`src/rtl/bitmap_pkg.sv`:
```
// rtl/bitmap_pkg.sv - shared constants and index helpers for the bitmap scan-out controller
package bitmap_pkg;

    // Bit n set means n bits per pixel is a supported depth.
    localparam logic [4:0] BPP_LEGAL_SET = 5'b10110;

    function automatic bit bpp_legal(input int bpp);
        return (bpp >= 0) && (bpp < 5) && BPP_LEGAL_SET[bpp];
    endfunction

    function automatic int ppb_of(input int bpp);
        return 8 / bpp;
    endfunction

    function automatic int sub_w_of(input int bpp);
        return $clog2(8 / bpp);
    endfunction

    function automatic logic [3:0] expand_idx(input int bpp, input logic [3:0] idx);
        case (bpp)
            1:       return {4{idx[0]}};
            2:       return {2{idx[1:0]}};
            default: return idx;
        endcase
    endfunction

endpackage

```
`src/rtl/bitmap_palette.sv`:
```
// rtl/bitmap_palette.sv - 16x4 palette register file, reset to the fixed expansion table
module bitmap_palette
    import bitmap_pkg::*;
#(
    parameter int BPP = 1
) (
    input  logic       clk,
    input  logic       rst,
    input  logic       we,
    input  logic [3:0] widx,
    input  logic [3:0] wdata,
    input  logic [3:0] ridx,
    output logic [3:0] rdata
);

    logic [3:0] mem [16];

    always_ff @(posedge clk) begin
        if (rst) begin
            for (int i = 0; i < 16; i++)
                mem[i] <= (i < (1 << BPP)) ? expand_idx(BPP, 4'(i)) : 4'h0;
        end else if (we) begin
            mem[widx] <= wdata;
        end
    end

    // Combinational read: a same-cycle write is seen only from the next clock.
    assign rdata = mem[ridx];

endmodule

```
`src/rtl/bitmap_fetch_ctrl.sv`:
```
// rtl/bitmap_fetch_ctrl.sv - bitmap scan-out fetch controller; BITMAP_PALETTE_EN adds a 16x4 palette
module bitmap_fetch_ctrl
    import bitmap_pkg::*;
#(
    parameter int BPP         = 1,
    parameter int SCALE_SHIFT = 1,
    parameter int X_W         = 10,
    parameter int Y_W         = 9,
    parameter int ADDR_W      = 16,
    parameter int ROW_SHIFT   = 8,
    parameter int MEM_LAT     = 1
) (
    input  logic              clk,
    input  logic              rst,
    input  logic              de,
    input  logic [X_W-1:0]    posx,
    input  logic [Y_W-1:0]    posy,
    output logic [ADDR_W-1:0] mem_addr,
    output logic              mem_rd,
    input  logic [7:0]        mem_data,
`ifdef BITMAP_PALETTE_EN
    input  logic              pal_we,
    input  logic [3:0]        pal_idx,
    input  logic [3:0]        pal_data,
`endif
    output logic              bus_free,
    output logic [3:0]        pix,
    output logic              de_out
);

    // An unsupported depth degrades to 1 bpp rather than producing garbage widths.
    localparam int EFF_BPP = bpp_legal(BPP) ? BPP : 1;
    localparam int SUB_W = sub_w_of(EFF_BPP);
    localparam logic [3:0] IDX_MASK = 4'((1 << EFF_BPP) - 1);

    logic [X_W-1:0]    col;
    logic [Y_W-1:0]    row;
    logic [Y_W-1:0]    row_q;
    logic [SUB_W-1:0]  sub;
    logic [ADDR_W-1:0] addr_c;
    logic              issue;
    logic              tag_valid;
    logic [ADDR_W-1:0] tag_addr;

    logic [SUB_W-1:0]  sub_pipe [MEM_LAT+1];
    logic [MEM_LAT:0]  de_pipe;
    logic [MEM_LAT-1:0] rd_dly;
    logic [7:0]        byte_q;
    logic [7:0]        cur_byte;
    logic [2:0]        bit_off;
    logic [3:0]        idx;
    logic [3:0]        pix_next;

    always_comb begin
        col    = posx >> SCALE_SHIFT;
        row    = posy >> SCALE_SHIFT;
        sub    = col[SUB_W-1:0];
        addr_c = (ADDR_W'(row) << ROW_SHIFT) + ADDR_W'(col >> SUB_W);
        // A row change forces a fetch even if the wrapped address matches the tag.
        issue  = de && (!tag_valid || (addr_c != tag_addr) || (row != row_q));
    end

    always_ff @(posedge clk) begin
        if (rst) begin
            tag_valid <= 1'b0;
            tag_addr  <= '0;
            row_q     <= '0;
            mem_rd    <= 1'b0;
            mem_addr  <= '0;
        end else begin
            row_q  <= row;
            mem_rd <= issue;
            if (issue) begin
                tag_valid <= 1'b1;
                tag_addr  <= addr_c;
                mem_addr  <= addr_c;
            end else if (!de || (row != row_q)) begin
                tag_valid <= 1'b0;
            end
        end
    end

    assign bus_free = !mem_rd;

    // Sub-index and enable travel with the read so selection meets the matching byte.
    always_ff @(posedge clk) begin
        if (rst) begin
            for (int i = 0; i <= MEM_LAT; i++)
                sub_pipe[i] <= '0;
            de_pipe <= '0;
            rd_dly  <= '0;
            byte_q  <= '0;
        end else begin
            sub_pipe[0] <= sub;
            de_pipe[0]  <= de;
            for (int i = 1; i <= MEM_LAT; i++) begin
                sub_pipe[i] <= sub_pipe[i-1];
                de_pipe[i]  <= de_pipe[i-1];
            end
            rd_dly[0] <= mem_rd;
            for (int i = 1; i < MEM_LAT; i++)
                rd_dly[i] <= rd_dly[i-1];
            if (rd_dly[MEM_LAT-1])
                byte_q <= mem_data;
        end
    end

    always_comb begin
        cur_byte = rd_dly[MEM_LAT-1] ? mem_data : byte_q;
        bit_off  = 3'(int'(sub_pipe[MEM_LAT]) * EFF_BPP);
        idx      = 4'(cur_byte >> bit_off) & IDX_MASK;
    end

`ifdef BITMAP_PALETTE_EN
    bitmap_palette #(
        .BPP   (EFF_BPP)
    ) u_palette (
        .clk   (clk),
        .rst   (rst),
        .we    (pal_we),
        .widx  (pal_idx),
        .wdata (pal_data),
        .ridx  (idx),
        .rdata (pix_next)
    );
`else
    assign pix_next = expand_idx(EFF_BPP, idx);
`endif

    always_ff @(posedge clk) begin
        if (rst) begin
            pix    <= 4'h0;
            de_out <= 1'b0;
        end else begin
            pix    <= de_pipe[MEM_LAT] ? pix_next : 4'h0;
            de_out <= de_pipe[MEM_LAT];
        end
    end

endmodule
```
`config.mk`:
```
export PLATFORM = sky130hd
export DESIGN_NAME = bitmap_fetch_ctrl
export DESIGN_NICKNAME = d
export VERILOG_FILES = /design/src/rtl/bitmap_pkg.sv /design/src/rtl/bitmap_palette.sv /design/src/rtl/bitmap_fetch_ctrl.sv
export SDC_FILE = /design/constraint.sdc
export NUM_CORES = 1
export LEC_CHECK = 0
export CORE_ASPECT_RATIO = 0.6
export CORE_MARGIN = 2
export CORE_UTILIZATION = 48
export DETAILED_ROUTE_END_ITERATION = 7
export GPL_TIMING_DRIVEN = 0
export MAX_ROUTING_LAYER = met4
export PLACE_DENSITY_LB_ADDON = 0.25
export SLEW_MARGIN = 20
export SYNTH_ARGS = -nofsm -noshare
export SYNTH_HDL_FRONTEND = slang
export SYNTH_SLANG_ARGS = --single-unit
```
`constraint.sdc`:
```
create_clock -name clk -period 2.1 [get_ports clk]
set_input_delay 0.315 -clock clk [delete_from_list [all_inputs] [get_ports clk]]
set_output_delay 0.315 -clock clk [all_outputs]
set_load 0.02 [all_outputs]
```
==> results by stage <==
Clocking:
- The clock-pin transition on the worst setup and hold timing paths is approximately 0.080 ns.
- TritonCTS built the clock tree.
- The number of sinks on the clock net is 43.
- The number of H-tree branching levels is 2.
- The number of clock buffers added by TritonCTS is 5.
- The cell at the root of the clock tree is sky130_fd_sc_hd__clkbuf_8.
- The maximum clock path buffer count is 2.
- For the worst-skew pair, the clock arrives at the later sink with an insertion delay of just under 0.3 ns.

Timing:
- Timing would allow up to 0.511 GHz.
- Hold is met by about 0.44 ns.
- Of the available clock period, the critical path in the final layout requires 0.933.
- The final hold violation count came to 0.
- The clock period minus final worst setup slack is roughly 2 ns.
- The max-slew violation total from the final report is 0.
- Setup violations remaining at the end of the flow were counted as 0.
- In the final timing run, aggregate negative setup slack is 0 ns.
- Setup repair after global routing left no endpoint under its margin.
- Across the routed clock network, the largest skew measured is about 0.0050 ns.

Global routing:
- The number of antenna violations at the first check in global routing is 0.
- Entering global routing, the biggest net connects 13 pins.
- The via count of the first global-routing pass is 1449.
- For this run, the total global-route usage over all layers was measured as 0.207.
- After global routing the overflow that remains totals 0.
- The first global-routing pass estimated a little over 7000 microns of wire.

Synth:
- The largest total area in the synthesized netlist belongs to sky130_fd_sc_hd__dfxtp_1.
- The share of synthesized area in the top cell type comes to 0.431.
- For this run, the number of Yosys warnings is 0.
- The flip-flop and latch count after synthesis is 43.
- Sorting the synthesized cells by area gives the leading types as sky130_fd_sc_hd__dfxtp_1, sky130_fd_sc_hd__o221ai_1, sky130_fd_sc_hd__or3b_2, sky130_fd_sc_hd__nor2b_1, sky130_fd_sc_hd__mux4_1.
- The average cell area after synthesis is about 9.9 sq um.
- The number of unique standard cell types used by synthesis is 28.
- The post-synthesis instance area is roughly 0.0020 sq mm.
- Of the synthesized area, sequential elements account for 0.431.
- The synthesized netlist cell count is ~200.

Status:
- The run finished with clean final reports.

Critical path:
- The flop-to-flop setup slack is around 0.19 ns.
- The slowest library cell on the worst path is sky130_fd_sc_hd__clkdlybuf4s50_1.
- The kind of cell with the highest combined delay on the critical path is buffers and inverters.
- STA puts the critical path data required time at approximately 2.3 ns.
- STA classifies the critical path endpoint as a flop.
- The delay contributed by the slowest stage of the critical path is roughly 0.57 ns.
- The worst setup path is of the input port to flop kind.
- The buffering stage count on the worst path with inverters included is 3.
- The arrival time of the worst setup path is 2.12 ns.
- The signal on the critical path passes through clkdlybuf4s50_1 > xnor2_1 > nand2_1 > nor4_4 > and3_1 > buf_2 > buf_6 > o221ai_1.
- The nature of the critical path startpoint is an input port.
- The maximum fanout along the worst path is 10.

Layout:
- The final-layout fill cell count is 352.
- The count of nets after finishing is 287.
- Compared with the post-synthesis result, the final layout area differs by 32.4%.
- Registers take roughly 860 sq um.
- For this run, the share of the core covered by cells in the final layout is 0.653.
- The multi-input combinational cells in the finished layout cover a total of ~0.0010 sq mm.
- The number of antenna diodes in the final layout is 0.
- In the final layout, the share of cells above drive strength 1 is 0.136.

Drt:
- The remaining number of nets flagged by the antenna check after routing is 0.
- Wires add up to about 4500 microns.
- The detailed-router iteration count before antenna repair is 4.
- The wire length per cell is ~15 microns.
- The via count is approximately 1700.
- In the routed design, unresolved DRC markers number 0.
- The count of routing violations after the opening detailed-route iteration is between 50 and 60.
- Dividing the detail-routed via count by the number of cells gives roughly 5.4.

Worst hold path:
- The worst min-delay path class is flop to flop.

Floorplan:
- The total core area is between 0.004 and 0.005 sq mm.
- The initial utilization of the core area, before any placement, comes to 0.493.
- The floorplan step set the die height to between 50 and 60 microns.
- The number of placement rows is 18.
- The area enclosed by the die boundary is approximately 0.0047 sq mm.
- The number of I/O pins is 53.
- The die is ~87 microns wide.

Flow run:
- The total of max-cap violations is 0.

Pwr:
- The static leakage is roughly 0.00096 uW.
- The worst-case IR drop observed on VDD is around 0.38 mV.
- Power spread over the standard cell area amounts to 623 mW/mm^2.
- The completed layout was analyzed and its total power is ~1600 uW.

Place:
- The HPWL reported at the end of detailed placement is ~3200 microns.
- The final weighted congestion in routability-driven placement is slightly below 0.8.
- The port buffer count is 47.
==> worst paths after layout <==
kind	cells past startpoint	from	end
max	8	posy[4]	tag_addr[2]
min	1	sub_pipe[0][0]	sub_pipe[0][3]
max reg2reg	4	rd_dly	pix[0]
min reg2reg	1	sub_pipe[0][0]	sub_pipe[0][3]
==> state kept, by name (all words and copies together) (netlist names) <==
register   cells
rd_dly         1
tag_valid      1
byte_q         8
sub_pipe       6
mem_rd         1
de_pipe        2
row_q          8
tag_addr      14
pix            1
de_out         1
==> final cells by class <==
cell class,instances,area share
Timing Repair Buffer,48,0.181
Multi-Input combinational cell,136,0.392
Inverter,4,0.00567
Clock inverter,1,0.00189
Clock buffer,7,0.0288
Sequential cell,43,0.325
Tap cell,50,0.0236
Buffer,19,0.0421
==> report_power, final <==
group          switching [uW]  internal (uW)  total (uW)
Combinational             121            148         269
Clock                     261            233         495
Sequential               29.8            855         885
Total                     412           1240        1650
==> per-stage QoR <==
stage / area, sq um / instances / worst slack, ns
after floorplan: 2000 / 202 / 0.301
after detailed placement: 2540 / 299 / -0.438
after global placement: 2540 / 299 / -0.481
final: 2650 / 308 / 0.141
after global routing: 2650 / 308 / 0.00720
after CTS: 2630 / 308 / 0.0808
==> synthesized netlist by cell type <==
cell type and n:
sky130_fd_sc_hd__nor2b_1 19, sky130_fd_sc_hd__a21oi_1 2, sky130_fd_sc_hd__nand2_1 17, sky130_fd_sc_hd__o21ai_0 2, sky130_fd_sc_hd__mux2i_1 8, sky130_fd_sc_hd__or3b_2 14
sky130_fd_sc_hd__inv_1 4, sky130_fd_sc_hd__o22ai_1 2, sky130_fd_sc_hd__and3_1 4, sky130_fd_sc_hd__buf_2 2, sky130_fd_sc_hd__buf_6 1, sky130_fd_sc_hd__conb_1 1
sky130_fd_sc_hd__nor4_1 2, sky130_fd_sc_hd__nor2_1 12, sky130_fd_sc_hd__clkbuf_1 10, sky130_fd_sc_hd__nor4_4 1, sky130_fd_sc_hd__xnor2_1 9, sky130_fd_sc_hd__mux4_1 4
sky130_fd_sc_hd__nand4_1 1, sky130_fd_sc_hd__and2_1 2, sky130_fd_sc_hd__nor3_1 3, sky130_fd_sc_hd__buf_4 6, sky130_fd_sc_hd__xor2_1 2, sky130_fd_sc_hd__mux4_2 1
sky130_fd_sc_hd__a22o_1 1, sky130_fd_sc_hd__o221ai_1 14, sky130_fd_sc_hd__dfxtp_1 43, sky130_fd_sc_hd__nand3b_1 14
==> cell families after synthesis <==
group,count (synthesis),share of synthesized area
simple gates,89,0.274
compound gates,21,0.0820
buf+inv,23,0.0594
mux,13,0.104
other cells,1,0.00188
flops,43,0.431
xor+xnor,11,0.0482
==> placed cells by master, fill, tap and decap left out <==
cell and count:
sky130_fd_sc_hd__or3b_2 14, sky130_fd_sc_hd__clkbuf_8 5, sky130_fd_sc_hd__clkbuf_2 1, sky130_fd_sc_hd__nand4_1 1, sky130_fd_sc_hd__o21ai_0 2, sky130_fd_sc_hd__inv_1 4, sky130_fd_sc_hd__nor2_1 12, sky130_fd_sc_hd__clkbuf_1 11
sky130_fd_sc_hd__mux4_2 1, sky130_fd_sc_hd__a21oi_1 2, sky130_fd_sc_hd__clkinv_2 1, sky130_fd_sc_hd__conb_1 2, sky130_fd_sc_hd__buf_6 2, sky130_fd_sc_hd__xnor2_1 8, sky130_fd_sc_hd__nor2b_1 19, sky130_fd_sc_hd__o221ai_1 14
sky130_fd_sc_hd__nor3_1 3, sky130_fd_sc_hd__nor4_1 1, sky130_fd_sc_hd__clkbuf_4 1, sky130_fd_sc_hd__buf_4 6, sky130_fd_sc_hd__xnor2_2 1, sky130_fd_sc_hd__nand3b_1 14, sky130_fd_sc_hd__o22ai_1 2, sky130_fd_sc_hd__dfxtp_1 43
sky130_fd_sc_hd__a22o_1 1, sky130_fd_sc_hd__mux2i_1 8, sky130_fd_sc_hd__mux4_1 4, sky130_fd_sc_hd__clkdlybuf4s50_1 47, sky130_fd_sc_hd__nor4_4 1, sky130_fd_sc_hd__xor2_1 2, sky130_fd_sc_hd__nand2_1 17, sky130_fd_sc_hd__nor4_2 1
sky130_fd_sc_hd__and2_1 2, sky130_fd_sc_hd__buf_2 1, sky130_fd_sc_hd__and3_1 4
==> routing by layer <==
| metal | part of all wire | routed length, microns | vias to the layer above | GRT usage |
|---|---|---|---|---|
| li1 | - | - | 823 | - |
| met2 | 0.38 | 1700 | 78 | 0.268 |
| met5 | 0 | 0 | - | - |
| met1 | 0.53 | 2370 | 759 | 0.310 |
| met3 | 0.082 | 368 | 6 | 0.0613 |
| met4 | 0.0087 | 39 | 0 | 0.0436 |
==> timing repair <==
action	CTS	global route
hold buffers	0	0
pin swaps	1	1
gates resized for setup	0	6
endpoints found under the setup margin	10	11
gates cloned	0	0
hold endpoints to repair	0	0
setup buffers	1	0
No activity file was read; power rests on OpenSTA's default activity.
